## config.mk

```make
export PLATFORM = sky130hd
export DESIGN_NAME = rtc_bus_ctrl
export DESIGN_NICKNAME = d
export VERILOG_FILES = /design/src/rtl/rtc_bus_ctrl_pkg.sv /design/src/rtl/rtc_poll_timer.sv /design/src/rtl/rtc_bus_ctrl.sv
export SDC_FILE = /design/constraint.sdc
export NUM_CORES = 1
export LEC_CHECK = 0
export BUFFER_PORTS_ARGS = -buffer_cell sky130_fd_sc_hd__buf_2
export CORE_MARGIN = 2
export CORE_UTILIZATION = 52
export DETAILED_ROUTE_END_ITERATION = 8
export GPL_TIMING_DRIVEN = 0
export PLACE_DENSITY = 0.82
export SLEW_MARGIN = 10
export SYNTH_ARGS = -nofsm -noshare
export SYNTH_HDL_FRONTEND = slang
export SYNTH_HIERARCHICAL = 1
export SYNTH_SLANG_ARGS = --single-unit
```

## constraint.sdc

```tcl
create_clock -name clk -period 4.35 [get_ports clk]
set_input_delay 0.435 -clock clk [delete_from_list [all_inputs] [get_ports clk]]
set_output_delay 0.435 -clock clk [all_outputs]
set_load 0.05 [all_outputs]
```

## src/rtl/rtc_bus_ctrl_pkg.sv

```systemverilog
// rtl/rtc_bus_ctrl_pkg.sv - shared state encoding and idle bus levels for the RTC bus master
package rtc_bus_ctrl_pkg;

    typedef enum logic [2:0] {
        ST_IDLE = 3'd0,
        ST_ADDR = 3'd1,
        ST_AGAP = 3'd2,
        ST_DATA = 3'd3,
        ST_DGAP = 3'd4
    } state_e;

    // Levels the RTC pins rest at whenever no phase is driving them
    localparam logic IDLE_CS_N = 1'b1;
    localparam logic IDLE_RD_N = 1'b1;
    localparam logic IDLE_WR_N = 1'b1;
    localparam logic IDLE_A_D  = 1'b1;
    localparam logic IDLE_OE   = 1'b0;

endpackage

```

## src/rtl/rtc_poll_timer.sv

```systemverilog
// rtl/rtc_poll_timer.sv - free-running divider that pulses once every POLL_DIV cycles
module rtc_poll_timer #(
    parameter int POLL_DIV = 100000
) (
    input  logic clk,
    input  logic reset,
    output logic tick_o
);

    localparam int CW = $clog2(POLL_DIV);

    logic [CW-1:0] cnt_q;
    logic [CW-1:0] cnt_d;

    // Tick is the last count value, so the first tick lands POLL_DIV-1 cycles after reset
    assign tick_o = (cnt_q == CW'(POLL_DIV - 1));

    // Count 0..POLL_DIV-1 and wrap
    always_comb begin
        cnt_d = cnt_q + CW'(1);
        if (tick_o) begin
            cnt_d = '0;
        end
    end

    // Counter register
    always_ff @(posedge clk) begin
        if (reset) begin
            cnt_q <= '0;
        end else begin
            cnt_q <= cnt_d;
        end
    end

endmodule

```

## src/rtl/rtc_bus_ctrl.sv

```systemverilog
// rtl/rtc_bus_ctrl.sv - transaction engine for the RTC multiplexed address/data bus
module rtc_bus_ctrl
    import rtc_bus_ctrl_pkg::*;
#(
    parameter int          NUM_REGS  = 10,
    parameter logic [7:0]  BASE_ADDR = 8'h21,
    parameter int          PHASE_CYC = 10,
    parameter int          GAP_CYC   = 5,
    parameter int          POLL_DIV  = 100000
) (
    input  logic                  clk,
    input  logic                  reset,
    input  logic                  wr_req,
    input  logic [7:0]            wr_addr,
    input  logic [7:0]            wr_data,
    output logic                  wr_ack,
    output logic [8*NUM_REGS-1:0] shadow_flat,
    output logic                  sweep_done,
    output logic                  busy,
    output logic [7:0]            bus_out,
    output logic                  bus_oe,
    input  logic [7:0]            bus_in,
    output logic                  a_d,
    output logic                  cs_n,
    output logic                  rd_n,
    output logic                  wr_n
);

    localparam int MAXC = (PHASE_CYC > GAP_CYC) ? PHASE_CYC : GAP_CYC;
    localparam int CW   = $clog2(MAXC + 1);
    localparam int PW   = (NUM_REGS > 1) ? $clog2(NUM_REGS) : 1;

    localparam logic [CW-1:0] P_LAST   = CW'(PHASE_CYC - 1);
    localparam logic [CW-1:0] G_LAST   = CW'(GAP_CYC - 1);
    localparam logic [PW-1:0] PTR_LAST = PW'(NUM_REGS - 1);

    state_e                  state_q, state_d;
    logic [CW-1:0]           cnt_q, cnt_d;
    logic                    is_wr_q, is_wr_d;
    logic [7:0]              addr_q, addr_d;
    logic [7:0]              data_q, data_d;
    logic [PW-1:0]           ptr_q, ptr_d;
    logic                    pend_q, pend_d;
    logic                    again_q, again_d;
    logic [8*NUM_REGS-1:0]   shadow_q, shadow_d;

    logic                    tick;
    logic                    phase_last;
    logic [7:0]              wr_off;

    rtc_poll_timer #(
        .POLL_DIV (POLL_DIV)
    ) u_timer (
        .clk    (clk),
        .reset  (reset),
        .tick_o (tick)
    );

    assign phase_last  = ((state_q == ST_ADDR) || (state_q == ST_DATA)) ? (cnt_q == P_LAST)
                                                                         : (cnt_q == G_LAST);
    assign wr_off      = addr_q - BASE_ADDR;
    assign shadow_flat = shadow_q;

    // Next-state, sweep bookkeeping and pin levels for the current phase
    always_comb begin
        state_d    = state_q;
        cnt_d      = cnt_q + CW'(1);
        is_wr_d    = is_wr_q;
        addr_d     = addr_q;
        data_d     = data_q;
        ptr_d      = ptr_q;
        pend_d     = pend_q;
        again_d    = again_q;
        shadow_d   = shadow_q;

        cs_n       = IDLE_CS_N;
        rd_n       = IDLE_RD_N;
        wr_n       = IDLE_WR_N;
        a_d        = IDLE_A_D;
        bus_oe     = IDLE_OE;
        bus_out    = 8'h00;
        wr_ack     = 1'b0;
        sweep_done = 1'b0;
        busy       = (state_q != ST_IDLE);

        case (state_q)
            ST_IDLE: begin
                cnt_d = '0;
                // Writes win; a tick in this very cycle may start a sweep without waiting for pend
                if (wr_req) begin
                    is_wr_d = 1'b1;
                    addr_d  = wr_addr;
                    data_d  = wr_data;
                    state_d = ST_ADDR;
                end else if (pend_q || tick) begin
                    is_wr_d = 1'b0;
                    addr_d  = BASE_ADDR + 8'(ptr_q);
                    state_d = ST_ADDR;
                end
            end
            ST_ADDR: begin
                cs_n    = 1'b0;
                wr_n    = 1'b0;
                a_d     = 1'b0;
                bus_oe  = 1'b1;
                bus_out = addr_q;
                if (phase_last) begin
                    state_d = ST_AGAP;
                    cnt_d   = '0;
                end
            end
            ST_AGAP: begin
                if (phase_last) begin
                    state_d = ST_DATA;
                    cnt_d   = '0;
                end
            end
            ST_DATA: begin
                cs_n = 1'b0;
                if (is_wr_q) begin
                    wr_n    = 1'b0;
                    bus_oe  = 1'b1;
                    bus_out = data_q;
                end else begin
                    rd_n = 1'b0;
                end
                if (phase_last) begin
                    state_d = ST_DGAP;
                    cnt_d   = '0;
                    if (!is_wr_q) begin
                        shadow_d[8*int'(ptr_q) +: 8] = bus_in;
                    end
                end
            end
            ST_DGAP: begin
                if (phase_last) begin
                    state_d = ST_IDLE;
                    cnt_d   = '0;
                    if (is_wr_q) begin
                        wr_ack = 1'b1;
                        // Keep the shadow coherent with writes that land inside the swept window
                        if (wr_off < 8'(NUM_REGS)) begin
                            shadow_d[8*int'(wr_off) +: 8] = data_q;
                        end
                    end else if (ptr_q == PTR_LAST) begin
                        sweep_done = 1'b1;
                        ptr_d      = '0;
                    end else begin
                        ptr_d = ptr_q + PW'(1);
                    end
                end
            end
            default: begin
                state_d = ST_IDLE;
                cnt_d   = '0;
            end
        endcase

        // One sweep may be queued behind the running one; further wraps are dropped
        if (sweep_done) begin
            pend_d  = again_q || tick;
            again_d = 1'b0;
        end else if (tick) begin
            if (pend_q) begin
                again_d = 1'b1;
            end else begin
                pend_d = 1'b1;
            end
        end
    end

    // State and datapath registers; reset abandons any transaction in flight
    always_ff @(posedge clk) begin
        if (reset) begin
            state_q  <= ST_IDLE;
            cnt_q    <= '0;
            is_wr_q  <= 1'b0;
            addr_q   <= 8'h00;
            data_q   <= 8'h00;
            ptr_q    <= '0;
            pend_q   <= 1'b0;
            again_q  <= 1'b0;
            shadow_q <= '0;
        end else begin
            state_q  <= state_d;
            cnt_q    <= cnt_d;
            is_wr_q  <= is_wr_d;
            addr_q   <= addr_d;
            data_q   <= data_d;
            ptr_q    <= ptr_d;
            pend_q   <= pend_d;
            again_q  <= again_d;
            shadow_q <= shadow_d;
        end
    end

endmodule

```

Word level (Yosys, flattened, before mapping)
Index checks and enable logic that the tools add are counted.
- add/subtract/negate cells: 7
- order comparisons: 1
- eq/ne operators: 16
- shifts and indexed selects: 4
- muxes and demuxes: 38
- bitwise logic cells: 2
- reduce and logical (&&, ||, !) cells: 19
- operators by type and width (kind ; number):
    80-bit two-way mux ; 5
    80-bit bitwise mux ; 2
    80-bit case mux with 2 select lines ; 1
    8-bit by 33-bit variable shift with 80-bit output (first input constant) ; 2
    8-bit by 33-bit indexed part select with 80-bit output ; 2
    11-bit negator with 33-bit output ; 1
    7-bit negator with 33-bit output ; 1
    8-bit two-way mux ; 3
    3-bit two-way mux ; 6
    17-bit by 1-bit adder with 17-bit output (second input constant) ; 1
    17-bit equality test (second input constant) ; 1
    1-bit two-way mux ; 16
    8-bit case mux with 2 select lines ; 1
    3-bit case mux with 5 select lines ; 1
    2-bit != test (second input constant) ; 7
    4-bit by 1-bit adder with 4-bit output (second input constant) ; 2
    4-bit equality test (second input constant) ; 2
    8-bit by 4-bit less-than comparator with 1-bit output (second input constant) ; 1
    8-bit by 6-bit subtractor with 8-bit output (second input constant) ; 1
    6-bit by 4-bit adder with 7-bit output (first input constant) ; 1
    3-bit by 2-bit equality test with 1-bit output (second input constant) ; 2
    2-bit AND reduction ; 3
    6-bit AND reduction ; 1
    2-bit nonzero test ; 3
    other kinds (15) ; 21
- register bits: 127
- input port bits: 27
- output and inout bits: 96

Logic depth before layout (Yosys ltp)
- word-level depth: 8
- gate-level depth with buffers: 15

Hierarchy
Netlist, hierarchy kept.
- by module, submodules not included (module ; times used ; cells each ; area an instance (um^2) ; seq. area each (um^2)):
    rtc_bus_ctrl ; 1 ; 814 ; 6481.2 ; 2202.1
    rtc_poll_timer ; 1 ; 86 ; 762.0 ; 340.3

Worst setup path after synthesis
No wires, ideal clock.
- kind: register -> register
- from: reg addr_q[0]
- to: reg shadow_q[0], in the netlist shadow_flat[0]
- setup time: 0.128 ns
- arrival: 3.302 ns
- setup slack: 0.921 ns
- stages on the path, launching flop included: 16
- buffers on the path: 2
- period minus slack after synthesis: 3.429 ns
- cells stage by stage: dfxtp_1 buf_2 inv_1 ha_1 buf_2 or4b_1 nor3b_1 o21bai_1 nor2_1 ha_1 nor2b_1 o221ai_1 a2111oi_4 o21ai_2 a22oi_1 nor2_1
- cells in the longest elaborated chain, start to end: 8
- elaborated cells between the ends (all ways): 12
- those cells by class: add/sub: 2; order compare: 1; eq/ne: 1; shift: 2; mux: 5; reduce/logical: 1
- RTL lines (element ; RTL line ; source):
    from (decl) ; rtc_bus_ctrl.sv:40 ; logic [7:0] addr_q, addr_d;
    from (signal assigned) ; rtc_bus_ctrl.sv:188 ; addr_q <= addr_d;
    8-bit by 6-bit subtractor with 8-bit output * ; rtc_bus_ctrl.sv:61 ; assign wr_off = addr_q - BASE_ADDR;
    11-bit negator with 33-bit output ; rtc_bus_ctrl.sv:143 ; shadow_d[8*int'(wr_off) +: 8] = data_q;
    8-bit by 33-bit indexed part select with 80-bit output or 8-bit by 33-bit variable shift with 80-bit output (tied branches) ; rtc_bus_ctrl.sv:143 ;
    80-bit bitwise mux ; rtc_bus_ctrl.sv:143 ;
    80-bit two-way mux ; rtc_bus_ctrl.sv:142 ; if (wr_off < 8'(NUM_REGS)) begin
    80-bit two-way mux ; rtc_bus_ctrl.sv:139 ; if (is_wr_q) begin
    80-bit two-way mux ; rtc_bus_ctrl.sv:136 ; if (phase_last) begin
    80-bit case mux with 2 select lines ; rtc_bus_ctrl.sv:86 ; case (state_q)
    to (signal assigned) ; rtc_bus_ctrl.sv:193 ; shadow_q <= shadow_d;
    to (decl) ; rtc_bus_ctrl.sv:45 ; logic [8*NUM_REGS-1:0] shadow_q, shadow_d;
Every way passes the cells marked *; elsewhere a longest branch is shown, timed or not. The select of a mux whose other input is x is not followed.
A chain may end at the register's enable or synchronous reset.

Final worst setup path
- from: reg addr_q[0]
- to: reg shadow_q[20], in the netlist shadow_flat[20]
The elaborated chain is that of the path after synthesis.

==> impl_metrics.env <==
export IMPL_status="finished clean"
export IMPL_dr_total_vias=7549
export IMPL_yosysTopAreaCell="dfxtp_1"
export IMPL_synth_top_area_share=0.3510
export IMPL_synth_area_sq_mm=0.007243
export IMPL_synth_most_common_cell="nor2_1"
export IMPL_grt_max_degree=17
export IMPL_synth_seq_area_share=0.3510
export IMPL_relSlewSlack=0.2150
export IMPL_seq_power_share=0.406
export IMPL_hold_path_class="in -> reg"
export IMPL_cts_buffers=17
export IMPL_async_reset_ff_frac=0
export IMPL_finalInstanceArea_sq_mm=0.008687
export IMPL_p_int_mw=2.173
export IMPL_htreeDepth=4
export IMPL_antenna_found_initial=0
export IMPL_ctsResizeCount=0
export IMPL_die_area_sq_mm=0.01489
export IMPL_holdWs_ns=0.2466
export IMPL_synth_main_ff_cell="dfxtp_1"
export IMPL_grt_pass1_vias=6884
export IMPL_drive_above_1_share=0.1983
export IMPL_slew_violations=0
export IMPL_fin_crit_sh=0.9300
export IMPL_power_frac_comb=0.101
export IMPL_cts_setup_buffers=0
export IMPL_vdd_drop_max_uv=254.1
export IMPL_dp_hpwl_um=15920
export IMPL_leakage_nw=3.158
export IMPL_arrival_ns=4.38
export IMPL_r2r_end="shadow_flat[20]$_SDFFE_PP0P_"
export IMPL_antenna_cells=0
export IMPL_synth_net_count=936
export IMPL_worstRegToRegCells=14
export IMPL_synth_area_top_cells="dfxtp_1 (35%), nor2_1 (8.8%), nor3_1 (5.4%), a21oi_1 (3.5%), xnor2_1 (3.4%)"
export IMPL_post_dp_cell_area_sq_mm=0.008079
export IMPL_nets=1077
export IMPL_cap_viol_max_count=0
export IMPL_synth_top_family_by_area="simple AND/OR/NAND/NOR gates"
export IMPL_dp_cells=1202
export IMPL_die_y_um=122.0
export IMPL_cts_sinks=127
export IMPL_synth_commonest_cells="nor2_1 (170), dfxtp_1 (127), nor3_1 (78)"
export IMPL_hold_depth=3
export IMPL_setup_viol=0
export IMPL_p_clk_frac=0.493
export IMPL_min_to="data_q[6]$_SDFFE_PP0P_"
export IMPL_ant_nets=0
export IMPL_netSwitchingFraction=0.2605
export IMPL_fin_cells=1234
export IMPL_reg2reg_slack_ns=0.30
export IMPL_insertion_delay_ns=0.43
export IMPL_gp_congestion=0.9623
export IMPL_synthAdderAreaFrac=0.01555
export IMPL_synth_cells=900
export IMPL_io_pins=123
export IMPL_setup_tns_ns=0
export IMPL_worst_slew_pin_slew_ns=1.168
export IMPL_power_density_mw_per_mm2=338.3
export IMPL_synthToLayoutAreaGrowth_pct=19.93
export IMPL_synth_warnings=6
export IMPL_power_total_mw=2.939
export IMPL_via_per_inst=6.118
export IMPL_port_buffers=122
export IMPL_synth_xor_area_frac=0.04439
export IMPL_synth_compound_area_share=0.2135
export IMPL_worstHoldStart="wr_data[6]"
export IMPL_fmax_ghz=0.2472
export IMPL_dp_slack_ns=0.3601
export IMPL_routedWlPerCell_um=18.10
export IMPL_cts_root_buf="clkbuf_16"
export IMPL_setup_ws_ns=0.3043
export IMPL_yosys_area_share_simple=0.2916
export IMPL_start_util=0.5280
export IMPL_path_clk_slew_ns=0.06
export IMPL_finalHoldViolations=0
export IMPL_die_w_um=122.0
export IMPL_finalCriticalPeriod_ns=4.046
export IMPL_cts_buffer_depth=2
export IMPL_dr_first_iter_drc_count=970
export IMPL_grt_pass1_wl_um=35420
export IMPL_synth_edf_count=0
export IMPL_cts_hold_buf=0
export IMPL_r2r_start="addr_q[0]$_SDFFE_PP0P_"
export IMPL_start_kind="flip-flop"
export IMPL_drt_pass1_iter_count=6
export IMPL_postLayoutCoreUtil=0.6332
export IMPL_overflow=0
export IMPL_synth_avg_cell_area_sq_um=8.048
export IMPL_ys_types=68
export IMPL_synth_mux_area_frac=0.02764
export IMPL_fin_skew_ns=0.006477
export IMPL_core_sq_mm=0.01372
export IMPL_crit_required_ns=4.68
export IMPL_nFillCells=1186
export IMPL_crit_type="reg -> reg"
export IMPL_regArea_sq_mm=0.002542
export IMPL_grt_use_total=0.3029
export IMPL_endpoint_kind="flip-flop"
export IMPL_switchingPower_uw=765.5
export IMPL_routed_wirelength_um=22340
export IMPL_multi_input_area_sq_mm=0.004304
export IMPL_ys_ff_latch=127
export IMPL_route_detailed_drc=0
export IMPL_rsz0062_at_grt="false"
export IMPL_num_rows=43
export IMPL_worstPathMaxFanout=10
export IMPL_cts_tree="built"
## how the worst max path moves through the flow
stage,endpoint,slack (ns),depth (start not counted),startpoint
2_1_floorplan,shadow_flat[0]$_SDFFE_PP0P_,0.92,15,addr_q[0]$_SDFFE_PP0P_
3_3_place_gp,shadow_flat[50]$_SDFFE_PP0P_,0.45,15,addr_q[0]$_SDFFE_PP0P_
3_5_place_dp,shadow_flat[50]$_SDFFE_PP0P_,0.36,15,addr_q[0]$_SDFFE_PP0P_
4_1_cts,shadow_flat[49]$_SDFFE_PP0P_,0.33,15,addr_q[0]$_SDFFE_PP0P_
5_1_grt,shadow_flat[0]$_SDFFE_PP0P_,0.005,15,addr_q[0]$_SDFFE_PP0P_
6_report,shadow_flat[20]$_SDFFE_PP0P_,0.30,14,addr_q[0]$_SDFFE_PP0P_
## power groups by stage
stage | clock network [mW] | logic [mW] | registers [mW]
final | 1.45 | 0.296 | 1.19
after global routing | 1.51 | 0.320 | 1.19
after CTS | 1.45 | 0.289 | 1.19
after detailed placement | 0 | 0.287 | 1.22
after global placement | 0 | 0.284 | 1.22
after floorplan | 0 | 0.213 | 1.21
## logic make-up after synthesis
logic type                 Yosys count
DFF                                127
xor gates and xnor gates            35
buffers and inverters               89
AOI/OAI and AO/OA                  189
muxes                               20
adders and majority gates            9
and+or+nand+nor                    431
## worst max-delay path, cell delays in order (launching register included)
cell and delay (ns):
dfxtp_1 0.33, buf_2 0.19, inv_1 0.14, ha_1 0.16, buf_2 0.20, or4b_1 0.49, nor3b_1 0.19, o21bai_2 0.25
nor2_1 0.07, ha_1 0.31, nand2b_1 0.15, a2111oi_2 0.39, nand4b_1 0.44, clkbuf_1 0.35, a211oi_1 0.28
## registers in the layout, summed over array words and instances, names as in the netlist
signal         count
u_timer/cnt_q     17
is_wr_q            1
pend_q             1
state_q            3
again_q            1
addr_q             8
data_q             8
shadow_flat       80
cnt_q              4
ptr_q              4
## layer usage
layer	vias to the layer above	global-route usage	part of all wire
met1	3519	0.3909	0.41
li1	3541	-	-
met4	0	0.1228	0.030
met2	413	0.4895	0.46
met3	76	0.06929	0.094
met5	-	0	0
## cell usage in the layout, fill, tap and decap left out, types with 3 or more instances in the layout
cell and n:
nand3_1 13, a211oi_1 25, nor2_1 170, buf_1 6
or3_1 25, buf_6 5, xor2_1 5, nand4b_1 4
clkbuf_16 17, o21ai_2 10, nand3b_1 3, clkinvlp_4 5
xnor2_1 28, nor4_1 16, a211oi_2 6, o21ai_0 11
o221a_1 16, mux2i_1 20, a311o_1 17, dfxtp_1 127
a21oi_1 50, bufinv_16 3, a22oi_1 11, nand2b_1 22
inv_1 27, or2_1 4, nor2b_1 5, buf_4 6
a22o_1 11, a311oi_1 9, clkbuf_1 35, nor3b_1 7
nor3_1 78, ha_1 9, nand2_1 53, nand4_1 12
buf_2 133
## final cells by class
| cell class | instances | area share |
|---|---|---|
| multi-input cells | 684 | 0.4955 |
| flip-flops and latches | 127 | 0.2927 |
| repair buffers | 122 | 0.07029 |
| clock buffers | 19 | 0.04983 |
| plain buffers | 61 | 0.03486 |
| well taps | 180 | 0.02593 |
| clock inverters | 13 | 0.01887 |
| inverters | 28 | 0.01210 |
Note: power is estimated with default switching activity, not from simulation.
